--- src/rtl/branch_predictor_if.sv ---
// Fetch lookup, EX resolution feedback and statistics bundle
// between the core pipeline and the branch predictor.
interface branch_predictor_if #(
   parameter int ADDR_W = 32
);
   logic [ADDR_W-1:0] i_if_pc;
   logic              o_pred_jump;
   logic [ADDR_W-1:0] o_pred_npc;
   logic              i_upd_valid;
   logic [ADDR_W-1:0] i_upd_pc;
   logic              i_upd_taken;
   logic [ADDR_W-1:0] i_upd_target;
   logic              i_upd_mispred;
   logic [31:0]       o_stat_branches;
   logic [31:0]       o_stat_mispred;

   modport master (
      output i_if_pc,
      input  o_pred_jump,
      input  o_pred_npc,
      output i_upd_valid,
      output i_upd_pc,
      output i_upd_taken,
      output i_upd_target,
      output i_upd_mispred,
      input  o_stat_branches,
      input  o_stat_mispred
   );

   modport slave (
      input  i_if_pc,
      output o_pred_jump,
      output o_pred_npc,
      input  i_upd_valid,
      input  i_upd_pc,
      input  i_upd_taken,
      input  i_upd_target,
      input  i_upd_mispred,
      output o_stat_branches,
      output o_stat_mispred
   );
endinterface

--- src/rtl/branch_predictor.sv ---
// Direct-mapped 2-bit counter predictor with tagged BTB and
// branch/mispredict statistics, trained from EX resolution.
module branch_predictor #(
   parameter int ADDR_W = 32,
   parameter int IDX_W  = 4,
   parameter int TAG_W  = ADDR_W - IDX_W - 2
) (
   input logic               clk,
   input logic               rst_n,
   branch_predictor_if.slave bp
);
   localparam int N = 1 << IDX_W;

   logic [N-1:0]      r_valid;
   logic [TAG_W-1:0]  r_tag    [N];
   logic [ADDR_W-1:0] r_target [N];
   logic [1:0]        r_cnt    [N];
   logic [31:0]       r_stat_br;
   logic [31:0]       r_stat_mp;

   logic [IDX_W-1:0]  w_lk_idx;
   logic [TAG_W-1:0]  w_lk_tag;
   logic              w_hit;
   logic [IDX_W-1:0]  w_up_idx;
   logic [TAG_W-1:0]  w_up_tag;
   logic              w_tm;
   logic [1:0]        w_cnt;

   assign w_lk_idx = bp.i_if_pc[IDX_W+1:2];
   assign w_lk_tag = bp.i_if_pc[ADDR_W-1:IDX_W+2];
   assign w_hit    = r_valid[w_lk_idx]
                   && (r_tag[w_lk_idx] == w_lk_tag);

   // Lookup reads registered state only, so a same-cycle update is not seen
   assign bp.o_pred_jump = w_hit && r_cnt[w_lk_idx][1];
   assign bp.o_pred_npc  = bp.o_pred_jump ? r_target[w_lk_idx]
                         : bp.i_if_pc + ADDR_W'(4);

   assign w_up_idx = bp.i_upd_pc[IDX_W+1:2];
   assign w_up_tag = bp.i_upd_pc[ADDR_W-1:IDX_W+2];
   assign w_tm     = r_valid[w_up_idx]
                   && (r_tag[w_up_idx] == w_up_tag);
   assign w_cnt    = r_cnt[w_up_idx];

   assign bp.o_stat_branches = r_stat_br;
   assign bp.o_stat_mispred  = r_stat_mp;

   always_ff @(posedge clk or negedge rst_n) begin
      if (!rst_n) begin
         r_valid   <= '0;
         r_stat_br <= '0;
         r_stat_mp <= '0;
         for (int k = 0; k < N; k++) begin
            r_tag[k]    <= '0;
            r_target[k] <= '0;
            r_cnt[k]    <= 2'b01;
         end
      end else if (bp.i_upd_valid) begin
         r_stat_br <= r_stat_br + 32'd1;
         if (bp.i_upd_mispred)
            r_stat_mp <= r_stat_mp + 32'd1;
         if (w_tm) begin
            if (bp.i_upd_taken) begin
               r_cnt[w_up_idx]    <= (w_cnt == 2'b11) ? 2'b11
                                   : w_cnt + 2'd1;
               r_target[w_up_idx] <= bp.i_upd_target;
            end else begin
               r_cnt[w_up_idx]    <= (w_cnt == 2'b00) ? 2'b00
                                   : w_cnt - 2'd1;
            end
         end else if (bp.i_upd_taken) begin
            // Taken miss evicts whatever alias held the slot
            r_valid[w_up_idx]  <= 1'b1;
            r_tag[w_up_idx]    <= w_up_tag;
            r_target[w_up_idx] <= bp.i_upd_target;
            r_cnt[w_up_idx]    <= 2'b10;
         end
      end
   end
endmodule
--- src/flat_wrapper.sv ---
// flat-port wrapper written by rule: the top's interface ports become plain ports
module branch_predictor_flat 
#(
   parameter int ADDR_W = 32,
   parameter int IDX_W  = 4,
   parameter int TAG_W  = ADDR_W - IDX_W - 2
)
  (clk, rst_n, bp_i_if_pc, bp_o_pred_jump, bp_o_pred_npc, bp_i_upd_valid, bp_i_upd_pc, bp_i_upd_taken, bp_i_upd_target, bp_i_upd_mispred, bp_o_stat_branches, bp_o_stat_mispred);
  branch_predictor_if #(.ADDR_W(ADDR_W)) bp_i ();
  input logic clk;
  input logic rst_n;
  input wire logic [$bits(bp_i.i_if_pc)-1:0] bp_i_if_pc;
  output wire logic [$bits(bp_i.o_pred_jump)-1:0] bp_o_pred_jump;
  output wire logic [$bits(bp_i.o_pred_npc)-1:0] bp_o_pred_npc;
  input wire logic [$bits(bp_i.i_upd_valid)-1:0] bp_i_upd_valid;
  input wire logic [$bits(bp_i.i_upd_pc)-1:0] bp_i_upd_pc;
  input wire logic [$bits(bp_i.i_upd_taken)-1:0] bp_i_upd_taken;
  input wire logic [$bits(bp_i.i_upd_target)-1:0] bp_i_upd_target;
  input wire logic [$bits(bp_i.i_upd_mispred)-1:0] bp_i_upd_mispred;
  output wire logic [$bits(bp_i.o_stat_branches)-1:0] bp_o_stat_branches;
  output wire logic [$bits(bp_i.o_stat_mispred)-1:0] bp_o_stat_mispred;
  assign bp_i.i_if_pc = bp_i_if_pc;
  assign bp_o_pred_jump = bp_i.o_pred_jump;
  assign bp_o_pred_npc = bp_i.o_pred_npc;
  assign bp_i.i_upd_valid = bp_i_upd_valid;
  assign bp_i.i_upd_pc = bp_i_upd_pc;
  assign bp_i.i_upd_taken = bp_i_upd_taken;
  assign bp_i.i_upd_target = bp_i_upd_target;
  assign bp_i.i_upd_mispred = bp_i_upd_mispred;
  assign bp_o_stat_branches = bp_i.o_stat_branches;
  assign bp_o_stat_mispred = bp_i.o_stat_mispred;
  branch_predictor #(.ADDR_W(ADDR_W), .IDX_W(IDX_W), .TAG_W(TAG_W)) u_core (.clk(clk), .rst_n(rst_n), .bp(bp_i));
endmodule
--- config.mk ---
export PLATFORM = sky130hd
export DESIGN_NAME = branch_predictor_flat
export DESIGN_NICKNAME = d
export VERILOG_FILES = /design/src/rtl/branch_predictor_if.sv /design/src/rtl/branch_predictor.sv /design/src/flat_wrapper.sv
export SDC_FILE = /design/constraint.sdc
export NUM_CORES = 2
export LEC_CHECK = 0
export ABC_CLOCK_PERIOD_IN_PS = 7100
export CAP_MARGIN = 20
export CORE_MARGIN = 5
export CORE_UTILIZATION = 25
export DETAILED_ROUTE_END_ITERATION = 12
export GPL_TIMING_DRIVEN = 0
export SLEW_MARGIN = 20
export SYNTH_ARGS = -nofsm -noshare
export SYNTH_HDL_FRONTEND = slang
export SYNTH_SLANG_ARGS = --single-unit
--- constraint.sdc ---
create_clock -name clk -period 7.1 [get_ports clk]
set_clock_uncertainty 0.1 [all_clocks]
set_input_delay 1.42 -clock clk [delete_from_list [all_inputs] [get_ports clk]]
set_output_delay 1.42 -clock clk [all_outputs]
set_load 0.005 [all_outputs]
# Yosys cells after proc, flatten, opt, wreduce, memory -nomap -nowiden
# Cells that the tools add are included.
# op_classes
reduce_logical	11
bitwise	7
muxes	37
add_sub_neg	5
eq_ne	3
order_cmp	6
# ops
cell	count
$bwmux 512	1
$bwmux 416	1
$mux 32	7
$bmux 26 s4	2
$mux 26	5
$bmux 32 s4	1
$demux 32 s4	1
$demux 26 s4	1
$add 32x1->32 const B	2
$bwmux 32	2
$eq 26x26->1	2
$add 32x3->32 const B	1
$or 16x16->16	2
$and 16x16->16	1
$bmux 2 s4	2
$not 16->16	1
$mux 2	7
$ge 5x5->1 const B	2
$lt 4x5->1 const B	2
$not 4->5	2
$bmux 1 s4	2
$demux 2 s4	1
$reduce_and 2->1	3
$logic_and 1x1->1	5
11 further kinds	13
# totals
out_inout_bits	97
word_cells	120
regBits	1040

# Logic depth before layout (Yosys ltp)
# logic_depth
depth_word	9
ltp_mapped	17
mapped_depth_nobuf	9

# Worst setup path after synthesis
# No wires, ideal clock.
# synth_timing
path_kind	input to output
start	input port bp_i_if_pc[2]
end	output port bp_o_pred_npc[23]
path_stages	10
setup_slack_ns	0.439
arrival_ns	5.141
cell_sequence	clkbuf_1 > buf_1 > clkbuf_1 > mux4_2 > mux4_2 > xnor2_1 > nand4_1 > nor4_2 > buf_2 > mux2_2
# synth_between
elab_chain_len	8
elab_cells_between_ends	17
# synth_rtl
element	line	source
from (decl)	flat_wrapper.sv:12	input wire logic [$bits(bp_i.i_if_pc)-1:0] bp_i_if_pc;
$not 4->5 (implied by the code)	branch_predictor.sv:32, branch_predictor.sv:35	
$bmux 26 s4	branch_predictor.sv:32	&& (r_tag[w_lk_idx] == w_lk_tag);
$mux 26 (implied by the code) (2 in a row)	branch_predictor.sv:32	
$eq 26x26->1	branch_predictor.sv:32	
$logic_and 1x1->1	branch_predictor.sv:32	
$logic_and 1x1->1 (*)	branch_predictor.sv:35	assign bp.o_pred_jump = w_hit && r_cnt[w_lk_idx][1];
named net bp_o_pred_jump	flat_wrapper.sv:13	output wire logic [$bits(bp_i.o_pred_jump)-1:0] bp_o_pred_jump;
$mux 32 (*)	branch_predictor.sv:36	assign bp.o_pred_npc = bp.o_pred_jump ? r_target[w_lk_idx]
to (decl)	flat_wrapper.sv:14	output wire logic [$bits(bp_i.o_pred_npc)-1:0] bp_o_pred_npc;
# The timed path passes the listed nets; every way through them passes the cells marked *. The select of a mux whose other input is x is not followed.

# Final worst setup path
# layout_timing
start	input port bp_i_upd_pc[5]
end	register u_core.r_tag[113] (netlist name)
# layout_between
elab_chain_len	8
elab_cells_between_ends	16
# layout_rtl
element	line	source
from (decl)	flat_wrapper.sv:16	input wire logic [$bits(bp_i.i_upd_pc)-1:0] bp_i_upd_pc;
$not 4->5 (implied by the code)	branch_predictor.sv:42, branch_predictor.sv:74	
$bmux 26 s4	branch_predictor.sv:42	&& (r_tag[w_up_idx] == w_up_tag);
$mux 26 (implied by the code) (2 in a row)	branch_predictor.sv:42	
$eq 26x26->1	branch_predictor.sv:42	
$logic_and 1x1->1	branch_predictor.sv:42	
$not 1->1 (no line)	-	
$reduce_and 3->1 (no line)	-	
to (signal, indexed assignment)	branch_predictor.sv:74	r_tag[w_up_idx] <= w_up_tag;
to (decl)	branch_predictor.sv:15	logic [TAG_W-1:0] r_tag [N];
# Parallel ways exist; a longest one is shown, timed or not. The select of a mux whose other input is x is not followed.
# A chain may end at the register's enable or synchronous reset.

==> run summary <==
The detail-routed via count per cell came out at approximately 5.1. The number of core rows is 169. The placeable core area is between 200000 and 250000 sq um.

The starting density of the core is 25.06%. The synthesis-to-layout area growth came out at 19.01%. In the post-route analysis, the smallest setup slack over all paths is -0.2036 ns. The number of global-route vias before repair came out at around 35k. The final reports fail on negative setup slack. For this run, design rule violations remaining after detail routing come to 0. The die outline width is roughly 470 um.

In this run the critical register-to-register path is launched from u_core.r_tag[186]. Counting flops and latches in the post-synthesis netlist gives approximately 1.0k. The classification of the worst setup path is in2reg.

After the first detailed-routing iteration, the DRC count stood at between 3k and 4k. The min-delay analysis places its worst path in the category reg2reg. Sorting the synthesized cells by area gives the leading types as dfrtp_1 48%, mux2_2 16%, mux4_2 16%.

The area share of the largest cell type after synthesis is about half. The number of instances in the synthesized netlist came out at 3515. The final estimated routing congestion in global placement is approximately 0.94. The number of buffers inserted for hold repair after clock tree synthesis is 0. The initial antenna violation count was 24. The H-tree depth reported by CTS came out at 3.

The most used flip-flop cell after synthesis is dfrtp_1. The clock reaches the later pin of the worst-skew pair after 0.79 ns. The number of clock buffers added by TritonCTS is between 100 and 150. The adder-cell share of the synthesized area is less than 1%. The global router's overall resource usage is about 16%. In the layout the commonest cells are 1024 x dfrtp_1, 767 x mux2_2, 378 x mux4_2, 170 x clkbuf_1, 145 x clkdlybuf4s50_1. The startpoint identified for the worst hold timing path is u_core.bp.o_stat_branches[31]. The number of max-slew violations in the final report is 0. Setup violations remaining at the end of the flow were counted as 76. The highest clock rate is 136.9 MHz.

The routed wire length came out at 183000 um. The number of enable-type register cells in the synthesized netlist is 0. The pin count of the biggest net entering global routing came out at 143. The simple-gate share of the synthesized area is under 10%.

After synthesis, the share of cell area in mux cells is between 30% and 40%. The ratio of total power to cell area came out at approximately 280 nW/um^2. The critical path starts at bp_i_upd_pc[5].

The number of failing hold endpoints at the final stage is 0. The max-cap check violation count came out at 0. The required arrival time at the worst endpoint is 7.63 ns.

The peak fanout along the critical path is 10. The fraction of the mapped netlist area in compound gates is around 2.4%. The pre-antenna-repair detailed-routing pass consisted of 5 iterations. The worst pin sits at a relative slew slack of ~13%. The die outline area came out at 221200 sq um. The fraction of final layout cells sized beyond drive strength 1 came out at 42.26%. A synthesized cell averages between 15 and 20 sq um. No sink is reached through more buffers than the 3 on the longest clock path. The post-route standard cell area excluding fillers came out at 63060 sq um. Summed over all instances, the cell type with the most area after synthesis is dfrtp_1. The post-DP HPWL came out at roughly 130000 um. The placed cell area is 58590 sq um. The number of sinks on the clock net came out at 1040. The clock slew at the register clock pins of the worst setup and hold paths came out at 0.06 ns. The number of I/O port buffers came out at around 180. The combinational family with the most area after synthesis is multiplexers. In this run the cell area of the synthesized design comes to between 50000 and 60000 sq um.

The routed layout has ~34k vias. The smallest clock period supported by the final layout is computed as ~7.3 ns. The global-route wire length before repair came out at approximately 260000 um. The run finished, with violations left. The library cell used as clock root buffer is clkbuf_16. The sequential element share of the synthesized area is between 40% and 50%.

The library cell used most frequently in the layout, excluding fill and tap cells, is dfrtp_1. The total global routing overflow came out at 0. The unique cell type count in the Yosys netlist came out at between 80 and 90. The worst voltage drop across the vdd grid came out at between 0.15 and 0.2 mV. The synthesized netlist devotes around 2.3% of its cell area to XOR and XNOR gates. The setup slack after placement is -2.917 ns.

The worst setup path is captured at a flop. Of the available clock period, the critical path in the final layout requires 102.9%. The average wire per standard cell is 27.08 um. The number of nets handed over by synthesis was 3619. The share of synthesized flip-flops with an asynchronous set or reset is 100.0%.

The net total in the final layout is 3936. The kind of start point of the critical path is a primary input. The leakage power is 26.40 nW. At the pin with the least slew margin, the transition time is 1.294 ns. The Yosys step of the flow raised 0 warnings. The number of top-level design ports came out at just under 200. The TritonCTS clock tree is done. Once detail routing completed, the nets flagged for antenna violations numbered 0. The number of fillers in the final layout is ~21k. The setup TNS is -9.529 ns. The die outline height came out at about 470 um. Setup repair after global routing left no endpoint under its margin. The data arrival time of the critical path is a little under 8 ns.
## worst max-delay path: stages
cell and delay [ns]:
buf_4 0.19, buf_4 0.29, buf_2 0.46, buf_2 0.63
clkbuf_1 0.93, mux2i_1 0.23, xnor2_1 0.62, nor3_1 0.13
a31oi_2 0.75, nor4_4 0.19, nor3_2 0.97, buf_2 0.58
mux2_2 0.39
## per-layer routing
layer  vias to the layer above  global-route usage (%)  share of wire (%)
li1                      13970                       -                  -
met4                         8                   6.967                4.7
met1                     18320                   20.62                 40
met5                         -                       0              0.030
met2                      1511                   25.95                 47
met3                       380                   4.349                8.6
## where the power goes
part	internal (mW)	switching (mW)
sequential	7.03	0.734
clock	3.52	2.63
combinational	1.99	1.56
total	12.5	4.93
## synthesized netlist by cell type (37+ instances only)
cell / n
nor2_1: 78
xnor2_1: 86
mux2_4: 85
mux4_2: 378
nand3_1: 61
mux2i_1: 86
mux2_2: 773
xor2_1: 52
clkbuf_1: 187
buf_2: 39
dfrtp_1: 1024
nand2_1: 81
buf_6: 37
o21ai_0: 44
mux2_1: 124
## cell families (layout without fill, tap and decap cells)
| group | count (synthesis) | count (layout) |
|---|---|---|
| mux | 1446 | 1446 |
| flops | 1040 | 1040 |
| simple gates | 383 | 383 |
| buf+inv | 328 | 739 |
| compound gates | 175 | 175 |
| xor+xnor | 138 | 138 |
| fa+ha+maj | 5 | 5 |
| other cells | 0 | 12 |
## stage by stage
stage               std cells  power [mW]  hold WS, ns  util, %
floorplan                3515       9.959       0.3505        -
global placement         6514       11.27       0.3628    27.57
detailed placement       6524       11.35       0.3741    27.71
CTS                      6746       17.58       0.3882    29.78
global route             6750       18.18       0.4040    29.81
finish                   6759       17.47       0.3775    29.82
## worst paths after layout
| check | endpoint | slack (ns) | cells past startpoint |
|---|---|---|---|
| setup / recovery | u_core.r_tag[113] | -0.20 | 13 |
| hold / removal | u_core.bp.o_stat_branches[31] | 0.38 | 1 |
| setup reg to reg | u_core.r_cnt[16] | 2.03 | 10 |
| hold reg to reg | u_core.bp.o_stat_branches[31] | 0.38 | 1 |
| max in group asynchronous | u_core.bp.o_stat_mispred[7] | 4.13 | 4 |
| min in group asynchronous | u_core.r_target[132] | 0.50 | 1 |
## layout make-up
type,count,area [sq um],area share [%]
inverter,25,93.84,0.1488
sequential,1040,26050,41.30
clock buffer,157,3193,5.064
buffer,303,1891,2.998
clock inverter,51,686.9,1.089
multi-input combinational,2147,25460,40.38
tap,2821,3530,5.598
antenna,12,30.03,0.04762
timing repair buffer,203,2126,3.371
## registers in the layout, indices dropped and copies added (netlist names)
name / cells
u_core.r_target: 512
u_core.r_tag: 416
u_core.bp.o_stat_branches: 32
u_core.bp.o_stat_mispred: 32
u_core.r_cnt: 32
u_core.r_valid: 16
## timing repair
action | in CTS | in global routing
setup endpoints to repair | 33 | 30
pin swaps | 5 | 5
gates resized for setup | 195 | 13
setup buffers | 14 | 0
No activity file was read; power rests on OpenSTA's default activity.
